<file path="src/rtl/disp_demux_rx.sv">
// disp_demux_rx
//   Receives a time-multiplexed 7-segment display bus that alternates between
//   a floor digit and a people-count digit. The receiver waits for the bus to
//   settle after each slot change, samples it once and decodes the digit. An
//   output is only updated after MATCH consecutive identical valid samples.
//   If the multiplexer stops toggling for TMO cycles, both outputs are
//   invalidated, but their last values are kept.
//
// Ports
//   clk        in   single clock, rising edge
//   rst_n      in   asynchronous active-low reset
//   phase      in   asynchronous slot select (1 = floor slot, 0 = people slot)
//   disp[7:0]  in   segments a..g on [6:0] (active-high), dp on [7]
//   floor[1:0] out  last accepted floor number
//   people[2:0]out  last accepted people count
//   floor_vld  out  floor holds an accepted value
//   people_vld out  people holds an accepted value
//   upd        out  one-cycle pulse when an output changes or becomes valid
//   err        out  one-cycle pulse on an invalid sample
module disp_demux_rx #(
  parameter int SETTLE = 4,
  parameter int MATCH  = 2,
  parameter int TMO    = 256
) (
  input  logic       clk,
  input  logic       rst_n,
  input  logic       phase,
  input  logic [7:0] disp,
  output logic [1:0] floor,
  output logic [2:0] people,
  output logic       floor_vld,
  output logic       people_vld,
  output logic       upd,
  output logic       err
);

  localparam logic [3:0]  SETTLE_LAST = 4'(SETTLE - 1);
  localparam logic [2:0]  MATCH_C     = 3'(MATCH);
  localparam logic [15:0] TMO_C       = 16'(TMO);
  localparam logic [15:0] TMO_LAST    = 16'(TMO - 1);

  typedef enum logic [1:0] {ST_IDLE, ST_SETTLE, ST_CAPTURE} state_t;

  // Returns {ok, digit}; ok=0 for dp set or a pattern outside the table.
  function automatic logic [3:0] seg_decode(input logic [7:0] d);
    logic [3:0] r;
    r = 4'b0000;
    if (!d[7]) begin
      case (d[6:0])
        7'h3F: r = 4'b1000;
        7'h06: r = 4'b1001;
        7'h5B: r = 4'b1010;
        7'h4F: r = 4'b1011;
        7'h66: r = 4'b1100;
        7'h6D: r = 4'b1101;
        7'h7D: r = 4'b1110;
        7'h07: r = 4'b1111;
        default: r = 4'b0000;
      endcase
    end
    return r;
  endfunction

  function automatic logic [2:0] sat_inc(input logic [2:0] c);
    return (c >= MATCH_C) ? MATCH_C : c + 3'd1;
  endfunction

  state_t      state, state_n;
  logic        ph_m, ph_s, ph_d;
  logic        chg;
  logic        slot;
  logic [3:0]  scnt;
  logic [7:0]  samp_p1;
  logic [15:0] tcnt;
  logic        tmo_hit;
  logic [1:0]  cand_f;
  logic [2:0]  cand_p;
  logic [2:0]  mc_f, mc_p;

  logic [3:0]  dec;
  logic [2:0]  digit;
  logic        ok;
  logic        cap;
  logic [2:0]  mc_f_n, mc_p_n;

  assign chg     = ph_s ^ ph_d;
  assign tmo_hit = !chg && (tcnt == TMO_LAST);

  always_ff @(posedge clk or negedge rst_n) begin
    if (!rst_n) state <= ST_IDLE;
    else        state <= state_n;
  end

  // Any slot change, in any state, restarts the settle window for the new slot.
  always_comb begin
    state_n = state;
    case (state)
      ST_IDLE:    if (chg) state_n = ST_SETTLE;
      ST_SETTLE:  if (chg) state_n = ST_SETTLE;
                  else if (scnt == SETTLE_LAST) state_n = ST_CAPTURE;
      ST_CAPTURE: state_n = chg ? ST_SETTLE : ST_IDLE;
      default:    state_n = ST_IDLE;
    endcase
  end

  always_comb begin
    dec    = seg_decode(samp_p1);
    digit  = dec[2:0];
    ok     = dec[3] && !(slot && digit[2]);
    cap    = (state == ST_CAPTURE) && !chg;
    mc_f_n = (digit[1:0] == cand_f) ? sat_inc(mc_f) : 3'd1;
    mc_p_n = (digit == cand_p)      ? sat_inc(mc_p) : 3'd1;
  end

  always_ff @(posedge clk or negedge rst_n) begin
    if (!rst_n) begin
      ph_m       <= 1'b0;
      ph_s       <= 1'b0;
      ph_d       <= 1'b0;
      slot       <= 1'b0;
      scnt       <= '0;
      samp_p1    <= '0;
      tcnt       <= '0;
      cand_f     <= '0;
      cand_p     <= '0;
      mc_f       <= '0;
      mc_p       <= '0;
      floor      <= '0;
      people     <= '0;
      floor_vld  <= 1'b0;
      people_vld <= 1'b0;
      upd        <= 1'b0;
      err        <= 1'b0;
    end else begin
      // stage 0: phase synchroniser and slot-change timing
      ph_m <= phase;
      ph_s <= ph_m;
      ph_d <= ph_s;
      if (chg) begin
        slot <= ph_s;
        scnt <= '0;
        tcnt <= '0;
      end else begin
        if (state == ST_SETTLE) scnt <= scnt + 4'd1;
        if (tcnt != TMO_C)      tcnt <= tcnt + 16'd1;
      end

      // stage 1: bus sample taken on the edge that enters CAPTURE
      if ((state == ST_SETTLE) && !chg && (scnt == SETTLE_LAST))
        samp_p1 <= disp;

      // stage 2: match filter and output update
      upd <= 1'b0;
      err <= 1'b0;
      if (cap) begin
        if (!ok) begin
          err <= 1'b1;
          if (slot) mc_f <= '0;
          else      mc_p <= '0;
        end else if (slot) begin
          cand_f <= digit[1:0];
          mc_f   <= mc_f_n;
          if ((mc_f_n == MATCH_C) && (!floor_vld || (digit[1:0] != floor))) begin
            floor     <= digit[1:0];
            floor_vld <= 1'b1;
            upd       <= 1'b1;
          end
        end else begin
          cand_p <= digit;
          mc_p   <= mc_p_n;
          if ((mc_p_n == MATCH_C) && (!people_vld || (digit != people))) begin
            people     <= digit;
            people_vld <= 1'b1;
            upd        <= 1'b1;
          end
        end
      end

      // Timeout wins over a coincident update so no upd is seen with vld low.
      if (tmo_hit) begin
        floor_vld  <= 1'b0;
        people_vld <= 1'b0;
        mc_f       <= '0;
        mc_p       <= '0;
        upd        <= 1'b0;
      end
    end
  end

endmodule

</file>
<file path="config.mk">
export PLATFORM = sky130hd
export DESIGN_NAME = disp_demux_rx
export DESIGN_NICKNAME = d
export VERILOG_FILES = /design/src/rtl/disp_demux_rx.sv
export SDC_FILE = /design/constraint.sdc
export NUM_CORES = 1
export LEC_CHECK = 0
export BUFFER_PORTS_ARGS = -buffer_cell sky130_fd_sc_hd__buf_2
export CAP_MARGIN = 25
export CORE_ASPECT_RATIO = 0.75
export CORE_UTILIZATION = 54
export CTS_CLUSTER_SIZE = 25
export DETAILED_ROUTE_END_ITERATION = 7
export PLACE_DENSITY = 0.83
export SYNTH_ARGS = -nofsm -noshare
export SYNTH_HDL_FRONTEND = slang
export SYNTH_SLANG_ARGS = --single-unit
</file>
<file path="constraint.sdc">
create_clock -name clk -period 2.58 [get_ports clk]
set_input_delay 0.516 -clock clk [delete_from_list [all_inputs] [get_ports clk]]
set_output_delay 0.516 -clock clk [all_outputs]
set_load 0.03 [all_outputs]
</file>
After elaboration in Yosys (flattened, before gate mapping)
Index checks and enable logic that the tools add are counted.
{"block": "totals", "register_bits": 54, "wordCells": 122}
{"block": "op_classes", "addsub": 4, "order_cmp": 2, "eq_ne": 22, "mux": 43, "n_bitwise": 2, "n_reduce_logical": 31}
{"op": "$mux W3", "count": 14}
{"op": "$eq A7 B7 Y1 const B", "count": 5}
{"op": "$mux W16", "count": 2}
{"op": "$pmux W4 S8", "count": 1}
{"op": "$mux W1", "count": 19}
{"op": "$add A16 B1 Y16 const B", "count": 1}
{"op": "$eq A16 B8 Y1 const B", "count": 1}
{"op": "$ne A16 B9 Y1 const B", "count": 1}
{"op": "$reduce_and A4 Y1", "count": 4}
{"op": "$eq A7 B3 Y1 const B", "count": 2}
{"op": "$reduce_bool A2 Y1", "count": 7}
{"op": "$mux W4", "count": 3}
{"op": "$logic_and A1 B1 Y1", "count": 8}
{"op": "$eq A7 B6 Y1 const B", "count": 1}
{"op": "$add A3 B1 Y3 const B", "count": 2}
{"op": "$eq A3 B2 Y1 const B", "count": 2}
{"op": "$ge A3 B2 Y1 const B", "count": 2}
{"op": "$mux W2", "count": 3}
{"op": "$pmux W2 S3", "count": 1}
{"op": "$reduce_and A2 Y1", "count": 3}
{"op": "$reduce_and A3 Y1", "count": 2}
{"op": "$add A4 B1 Y4 const B", "count": 1}
{"op": "$eq A4 B2 Y1 const B", "count": 1}
{"op": "$logic_not A1 Y1", "count": 4}
{"op": "13 further kinds", "count": 14}

Logic depth before layout (Yosys ltp)
Gate-level depths: netlist (run 1).
{"block": "depth", "depth_word": 12, "ltp_mapped": 8, "mapped_depth_nobuf": 8}

Least setup slack after synthesis (run 1)
No wires, ideal clock.
{"block": "synth_timing", "kind": "register to register", "from": "register ph_s", "to": "register floor[1]", "setup_time_ns": 0.128, "arrival_ns": 2.327, "slack_ns": 0.125, "stages_incl_launch_ff": 8, "path_buffers": 0, "synth_period_minus_slack_ns": 2.455, "cell_sequence": "dfrtp_1 > xor2_1 > or3b_1 > or2_2 > a211oi_4 > nand3_2 > a2111oi_4 > mux2_1"}
{"block": "synth_between", "elab_chain_cells": 4}
{"item": "from (decl)", "line_no": "69", "rtl": "logic ph_m, ph_s, ph_d;"}
{"item": "from (signal assigned)", "line_no": "137", "rtl": "ph_s <= ph_m;"}
{"item": "$xor A1 B1 Y1", "line_no": "86", "rtl": "assign chg = ph_s ^ ph_d;"}
{"item": "$logic_not A1 Y1", "line_no": "110", "rtl": "cap = (state == ST_CAPTURE) && !chg;"}
{"item": "$logic_and A1 B1 Y1", "line_no": "110"}
{"item": "$reduce_and A4 Y1 (no source line)"}
{"item": "to (signal assigned)", "line_no": "164", "rtl": "floor <= digit[1:0];"}
{"item": "to (decl)", "line_no": "29", "rtl": "output logic [1:0] floor,"}
Every way passes these cells.
A chain may end at the register's enable or synchronous reset.

Final worst setup path (run 1)
{"block": "layout_timing", "from": "register samp_p1[3]", "to": "register floor[0]"}
{"block": "layout_between", "elab_chain_cells": 8, "word_cells_on_any_way": 20, "cone_classes": "eq/ne: 11; mux: 3; reduce/logical: 6"}
{"item": "from (decl)", "line_no": "73", "rtl": "logic [7:0] samp_p1;"}
{"item": "from (signal assigned)", "line_no": "150", "rtl": "samp_p1 <= disp;"}
{"item": "$eq A7 B3 Y1, or another cell as far along", "line_no": "49", "rtl": "case (d[6:0])"}
{"item": "$pmux W4 S8 *", "line_no": "49"}
{"item": "$mux W4 *", "line_no": "48", "rtl": "if (!d[7]) begin"}
{"item": "$eq A2 B2 Y1", "line_no": "111", "rtl": "mc_f_n = (digit[1:0] == cand_f) ? sat_inc(mc_f) : 3'd1;"}
{"item": "$mux W3", "line_no": "111"}
{"item": "$eq A3 B2 Y1", "line_no": "163", "rtl": "if ((mc_f_n == MATCH_C) && (!floor_vld || (digit[1:0] != floor))) begin"}
{"item": "$logic_and A1 B1 Y1", "line_no": "163"}
{"item": "$reduce_and A4 Y1 (no source line)"}
Mark *: on every way between the ends. The rest lies on a longest branch, timed or not.

==> metrics.md, run 1 <==
| Metric | Value |
|---|---|
| Crit end category | `register` |
| Yosys top cell area share | `0.480` |
| Setup CP Type | `reg2reg` |
| Netlist cell types | `52` |
| Final Max Tran Viols | `0` |
| Core footprint | `0.00495 mm²` |
| Drt pass-1 iters | `4` |
| Share of layout cells above drive strength 1 | `0.196` |
| Number of flops mapped to enable cells by yosys | `0` |
| Most numerous cell in the Yosys netlist | `dfrtp_1` |
| DP HPWL | `3750 µm` |
| Layout Nets | `338` |
| Reg-to-reg critical path startpoint | `samp_p1[3]$_DFFE_PN0P_` |
| Avg Vias per Cell | `5.72` |
| CP top delay family | `compound AO/OA/AOI/OAI gates` |
| RSZ-0062 raised after global routing | `yes` |
| Crit path launch | `samp_p1[3]$_DFFE_PN0P_` |
| Die height | `64.5 µm` |
| Flop2flop setup slack | `-20 ps` |
| Violations in the final reports | `negative setup slack` |
| Setup TNS | `-15.8 ps` |
| Final setup vio count | `1` |
| Status | `complete, but fails checks` |
| CTS tree | `done` |
| Area contributors post-synth | `dfrtp_1 (48%), nand2_1 (6.4%), xor2_1 (4.4%), nor2_1 (4.3%), xnor2_1 (3.4%)` |
| ANT cells | `0` |
| Startpoint types | `register` |
| Total Routing Usage GR | `0.210` |
| Gpl congestion | `0.834` |
| Tmin final | `2600 ps` |
| Starting DRT DRC Count | `123` |
| Seq cells post-synth | `54` |
| CP Buf/Inv Count | `0` |
| First-pass GRT wire length | `8920 µm` |
| Yosys top cell by area | `dfrtp_1` |
| I/O pins | `20` |
| Leakage | `1.47 nW` |
| Clk sinks | `54` |
| Initial antenna violation count | `0` |
| Synthesized cell area | `0.00281 mm²` |
| Post-CTS Hold Fix Bufs | `0` |
| Period utilization | `1.01` |
| Worst path cell trace | `and3_1 -> nand4b_1 -> a31oi_4 -> xnor2_1 -> and3_4 -> a2111oi_4 -> mux2_1` |
| Clk buf depth | `2` |
| Filler instances | `397` |
| Synth Instances | `285` |
| Num rows | `22` |
| Initial Util | `0.568` |
| Worst-case hold slack | `264 ps` |
| Crit path largest cell delay | `520 ps` |
| CP max FO | `6` |
| H-tree depth | `2` |
| Worst-case reg-to-reg path depth | `7` |
| Root Driver | `clkbuf_8` |
| Final Hold Vio Count | `0` |
| Number of max-cap violations | `0` |
| Avg WL per Cell | `14.3 µm` |
| Peak VDD IR | `0.431 mV` |
| Clk_skew | `10.1 ps` |
| Critical path depth | `7` |
| Final ANT Viol Nets | `0` |
| Syn_nets | `302` |
| Clock-pin slew on the worst setup and hold paths | `90 ps` |
| Die area | `0.00550 mm²` |
| Remaining Overflow, GRT | `0` |
| Worst Path Required | `2770 ps` |
| Hold Path Class | `in2async` |
| Ys flop type | `dfrtp_1` |
| Crit Reg-Reg Endpoint | `floor[0]$_DFFE_PN0P_` |
| WP data arrival | `2790 ps` |
| Port Buffers | `19` |
| Fmax | `385 MHz` |
| Power per Cell Area | `649 mW/mm²` |
| Mean post-synth cell area | `9.87 µm²` |
| # DRC | `0` |
| Relative slew slack | `0.506` |
| Vias in the first global route | `1,963` |
| Post-synth top cells | `dfrtp_1 (54), nand2_1 (48), nor2_1 (32), a21oi_1 (16), xor2_1 (14)` |
| Num CTS Buffers | `5` |
| Master of the slowest instance on the critical path | `dfrtp_1` |
| Yosys Warn Count | `0` |
| P&R area growth vs syn | `13.0%` |
| Largest net degree at the start of global routing | `35` |
| Vias | `2,178` |
| Async set or reset register ratio after synthesis | `1.00` |
| Insertion delay to the later sink of the worst-skew pair | `310 ps` |
| Die Width | `85.3 µm` |
| Final wirelength | `5460 µm` |
| Worst-Margin Slew | `740 ps` |
| Sequential area share after synthesis | `0.480` |
| Fin worst setup slack | `-15.8 ps` |
==> stage by stage <==
stage | std cells | power (mW) | cell area (µm²) | setup WS, ps | utilization
floorplan | 285 | 1.46 | 2810 | 125 | -
detailed placement | 370 | 1.61 | 3040 | 62.4 | 0.614
global route | 381 | 2.19 | 3180 | -126 | 0.641
finish | 381 | 2.06 | 3180 | -15.8 | 0.641
CTS | 377 | 2.05 | 3120 | 37.6 | 0.630
global placement | 370 | 1.58 | 3040 | 135 | 0.614
==> metal layers <==
layer,vias up,GRT usage,wire length (µm)
met5,-,0,0
met4,0,0.0833,111
met3,12,0.0433,246
met2,61,0.309,2440
met1,1044,0.305,2670
li1,1061,-,-
==> state kept, by name (all words and copies together) (netlist names) <==
register	count
tcnt	16
samp_p1	8
scnt	4
cand_p	3
mc_f	3
mc_p	3
people	3
cand_f	2
floor	2
state	2
err	1
floor_vld	1
people_vld	1
ph_d	1
ph_m	1
ph_s	1
slot	1
upd	1
==> report_power, final <==
group / total [mW] / internal [mW] / switching, mW / leakage, nW
Combinational: 0.488 / 0.229 / 0.259 / 0.716
Clock: 0.442 / 0.188 / 0.255 / 0.0383
Sequential: 1.13 / 0.949 / 0.182 / 0.716
Total: 2.06 / 1.37 / 0.696 / 1.47
==> worst max path at each step <==
stage,endpoint,slack [ps]
3_5_place_dp,floor[0]$_DFFE_PN0P_,60
2_1_floorplan,floor[1]$_DFFE_PN0P_,130
6_report,floor[0]$_DFFE_PN0P_,-20
3_3_place_gp,floor[0]$_DFFE_PN0P_,140
4_1_cts,floor[0]$_DFFE_PN0P_,40
5_1_grt,floor[0]$_DFFE_PN0P_,-130
==> placed cells by master, fill, tap and decap left out, drive strengths merged, types with 8 or more instances in the layout <==
cell type,netlist,final
inv,9,9
xor2,14,14
nor2,32,32
dfrtp,54,54
a21oi,17,17
o21ai,10,10
mux2,8,8
buf,1,34
xnor2,11,11
nand2,48,48
nand4,8,8
nand3,11,11
==> repair_timing <==
action,CTS,global route
hold endpoints to repair,0,0
buffers inserted,0,4
endpoints found under the setup margin,0,6
resized for setup,0,6
==> final cells by class <==
type                            instances  area [µm²]  share of cell area
Multi-Input combinational cell        216        1430               0.449
Inverter                               10        37.5              0.0118
Tap cell                               60        75.1              0.0236
Clock buffer                            7        76.3              0.0240
Timing Repair Buffer                   34         208              0.0654
Sequential cell                        54        1350               0.426
==> kinds of logic (layout without fill, tap and decap cells) <==
group                      Yosys count  count (layout)  share of synthesized area
adders and majority gates            6               6                     0.0267
AOI/OAI and AO/OA                   42              42                      0.111
and+or+nand+nor                    134             134                      0.248
muxes                                9               9                     0.0356
DFF                                 54              54                      0.480
xor gates and xnor gates            25              25                     0.0778
buffers and inverters               15              51                     0.0209
(Power assumes the default switching activity.)
==> run 2, diff against run 1 <==
--- a/config.mk
+++ b/config.mk
@@ -5,6 +5,7 @@
 export SDC_FILE = /design/constraint.sdc
 export NUM_CORES = 1
 export LEC_CHECK = 0
+export ABC_AREA = 1
 export BUFFER_PORTS_ARGS = -buffer_cell sky130_fd_sc_hd__buf_2
 export CAP_MARGIN = 25
 export CORE_ASPECT_RATIO = 0.75
==> metrics.md, run 2 <==
| Metric | Value |
|---|---|
| Final ANT Viol Nets | `0` |
| Number of flops mapped to enable cells by yosys | `0` |
| Period utilization | `0.787` |
| Vias in the first global route | `2,349` |
| Peak VDD IR | `0.370 mV` |
| Clock-pin slew on the worst setup and hold paths | `100 ps` |
| Yosys top cell area share | `0.456` |
| P&R area growth vs syn | `10.2%` |
| Gate power share | `0.249` |
| Design area | `0.00327 mm²` |
| ANT cells | `0` |
| Tmin final | `2030 ps` |
| Crit Reg-Reg Endpoint | `mc_f[2]$_DFFE_PN0P_` |
| Sequential share of power | `0.489` |
| Post-CTS Setup Repair Bufs | `0` |
| Clk sinks | `54` |
| Worst-case hold slack | `136 ps` |
| Worst-Margin Slew | `522 ps` |
| Clk_skew | `10.0 ps` |
| Worst-case reg-to-reg path depth | `10` |
| Max reg flops | `16` |
| Sequential area share after synthesis | `0.456` |
| GR Layer Usage met3 | `0.0424` |
| Met2 GRT Util | `0.374` |
| Largest net degree at the start of global routing | `23` |
| Port Buffers | `19` |
| Leakage | `1.64 nW` |
| Insertion delay to the later sink of the worst-skew pair | `310 ps` |
| Most numerous cell in the Yosys netlist | `nand2_1` |
| Most frequent cells in the layout | `nand2_1 (78), dfrtp_1 (54), inv_1 (49)` |
| Post-synth top cells | `nand2_1 (78), dfrtp_1 (54), inv_1 (49), nor2_1 (45), o21ai_0 (25)` |
| # DRC | `0` |
| Yosys Warn Count | `0` |
| Number of max-cap violations | `0` |
| Final setup vio count | `0` |
| Remaining Overflow, GRT | `0` |
| Initial Util | `0.583` |
| Setup TNS | `0 ps` |
| Initial antenna violation count | `0` |
| Post-Layout Cell Count | `471` |
| Netlist cell types | `38` |
| Commonest non-fill, non-tap cell in the layout | `nand2_1` |
| GR Util met1 | `0.347` |
| CTS tree | `done` |
| Worst Path Required | `2770 ps` |
| Synth Instances | `373` |
| Fin worst setup slack | `549 ps` |
| Die height | `66.2 µm` |
| Ys flop type | `dfrtp_1` |
| Gpl congestion | `0.869` |
| Die Width | `87.6 µm` |
| H-tree depth | `2` |
| Core footprint | `0.00509 mm²` |
| Die area | `0.00580 mm²` |
| DP HPWL | `4600 µm` |
| Synthesized cell area | `0.00297 mm²` |
| RSZ-0062 raised after global routing | `no` |
| Layout Nets | `416` |
| Async set or reset register ratio after synthesis | `1.00` |
| Share of layout cells above drive strength 1 | `0.175` |
| Clk buf depth | `2` |
| Setup CP Type | `reg2reg` |
| Grt peak-use layer | `met2` |
| Seq cells post-synth | `54` |
| Drt pass-1 iters | `5` |
| Switch share | `0.350` |
| Startpoint types | `register` |
| First-pass GRT wire length | `10,700 µm` |
| Final wirelength | `6110 µm` |
| WP data arrival | `2220 ps` |
| Avg WL per Cell | `13.0 µm` |
| Crit path launch | `tcnt[0]$_DFFE_PN0P_` |
| CP max FO | `5` |
| Reg-to-reg critical path startpoint | `tcnt[0]$_DFFE_PN0P_` |
| Sw Pwr | `0.755 mW` |
| Hold Path Class | `in2async` |
| Post-CTS Hold Fix Bufs | `0` |
| Final Hold Vio Count | `0` |
| Syn_nets | `390` |
| Setup WS pre-CTS | `622 ps` |
| Crit end category | `register` |
| Relative slew slack | `0.649` |
| Area contributors post-synth | `dfrtp_1 (46%), nand2_1 (9.9%), inv_1 (6.2%), nor2_1 (5.7%), o21ai_0 (4.2%)` |
| Clock network power share | `0.261` |
| Num CTS Buffers | `5` |
| Cts repair resizes | `0` |
| Avg Vias per Cell | `5.38` |
| Num rows | `22` |
| Mean post-synth cell area | `7.95 µm²` |
| Largest Register | `tcnt` |
| Starting DRT DRC Count | `135` |
| Vias | `2,536` |
| Largest registers | `tcnt (16), samp_p1 (8), scnt (4)` |
| Fmax | `492 MHz` |
| Final Max Tran Viols | `0` |
| Root Driver | `clkbuf_8` |
| Int Power | `1.41 mW` |
| I/O pins | `20` |
| Yosys top cell by area | `dfrtp_1` |
| Placed instance area | `0.00316 mm²` |
| Flop2flop setup slack | `550 ps` |
| Power per Cell Area | `661 mW/mm²` |
| Total Routing Usage GR | `0.244` |
| Placed insts | `464` |
| Status | `finished clean` |
[run 2: cell count changes after synthesis, moves of 5 or more]
| cell | change |
|---|---|
| and3_1 | -5 |
| or3_1 | -5 |
| nand2_2 | +11 |
| xor2_1 | -12 |
| nand3_1 | +10 |
| nor2_2 | +10 |
| nand2_1 | +30 |
| nor2_1 | +13 |
| o21ai_0 | +16 |
| xnor2_1 | -11 |
| inv_1 | +40 |
[run 2: critical path, stage by stage, from the launching register on]
cell and delay [ps]:
dfrtp_1 400, ha_1 170, nand2_1 80, nor2_1 150
nand3_1 130, nor2_1 250, nand4_1 320, nand2_1 210
inv_1 70, nand2_1 60, o21ai_0 80
[run 2: cells by family after synthesis]
group | count (synthesis) | share of synthesized area
AOI/OAI and AO/OA | 51 | 0.0953
xor gates and xnor gates | 3 | 0.0114
adders and majority gates | 6 | 0.0253
and+or+nand+nor | 202 | 0.340
buffers and inverters | 57 | 0.0721
DFF | 54 | 0.456
[run 2: worst max path at each step]
stage                                  endpoint  slack, ps  depth (start not counted)
after CTS                   mc_f[2]$_DFFE_PN0P_        580                         10
after global placement    people[2]$_DFFE_PN0P_        680                         12
after floorplan           people[2]$_DFFE_PN0P_        870                         12
after detailed placement    mc_f[2]$_DFFE_PN0P_        620                         10
final                       mc_f[2]$_DFFE_PN0P_        550                         10
after global routing        mc_f[2]$_DFFE_PN0P_        340                         10
[run 2: through the flow]
stage                     power, mW   util
after floorplan                1.48      -
after global placement         1.59  0.621
after detailed placement       1.61  0.621
after CTS                      2.17  0.642
after global routing           2.31  0.642
final                          2.16  0.642
[run 2: area by class of cell]
cell class	count	area, µm²
Clock buffer	5	68.8
Clock inverter	2	38.8
Fill cell	450	1820
Inverter	54	203
Multi-Input combinational cell	262	1400
Sequential cell	54	1350
Tap cell	72	90.1
Timing Repair Buffer	22	118
[run 2: layer usage]
layer,vias to the layer above,wire [µm]
met2,82,2740
li1,1256,-
met3,16,319
met4,0,122
met1,1182,2930
met5,-,0
[run 2: power by group through the flow]
stage	combinational [mW]	sequential (mW)	clock, mW
6_report	0.539	1.06	0.565
5_1_grt	0.623	1.08	0.608
3_5_place_dp	0.536	1.07	0
3_3_place_gp	0.521	1.07	0
4_1_cts	0.542	1.06	0.574
2_1_floorplan	0.425	1.05	0
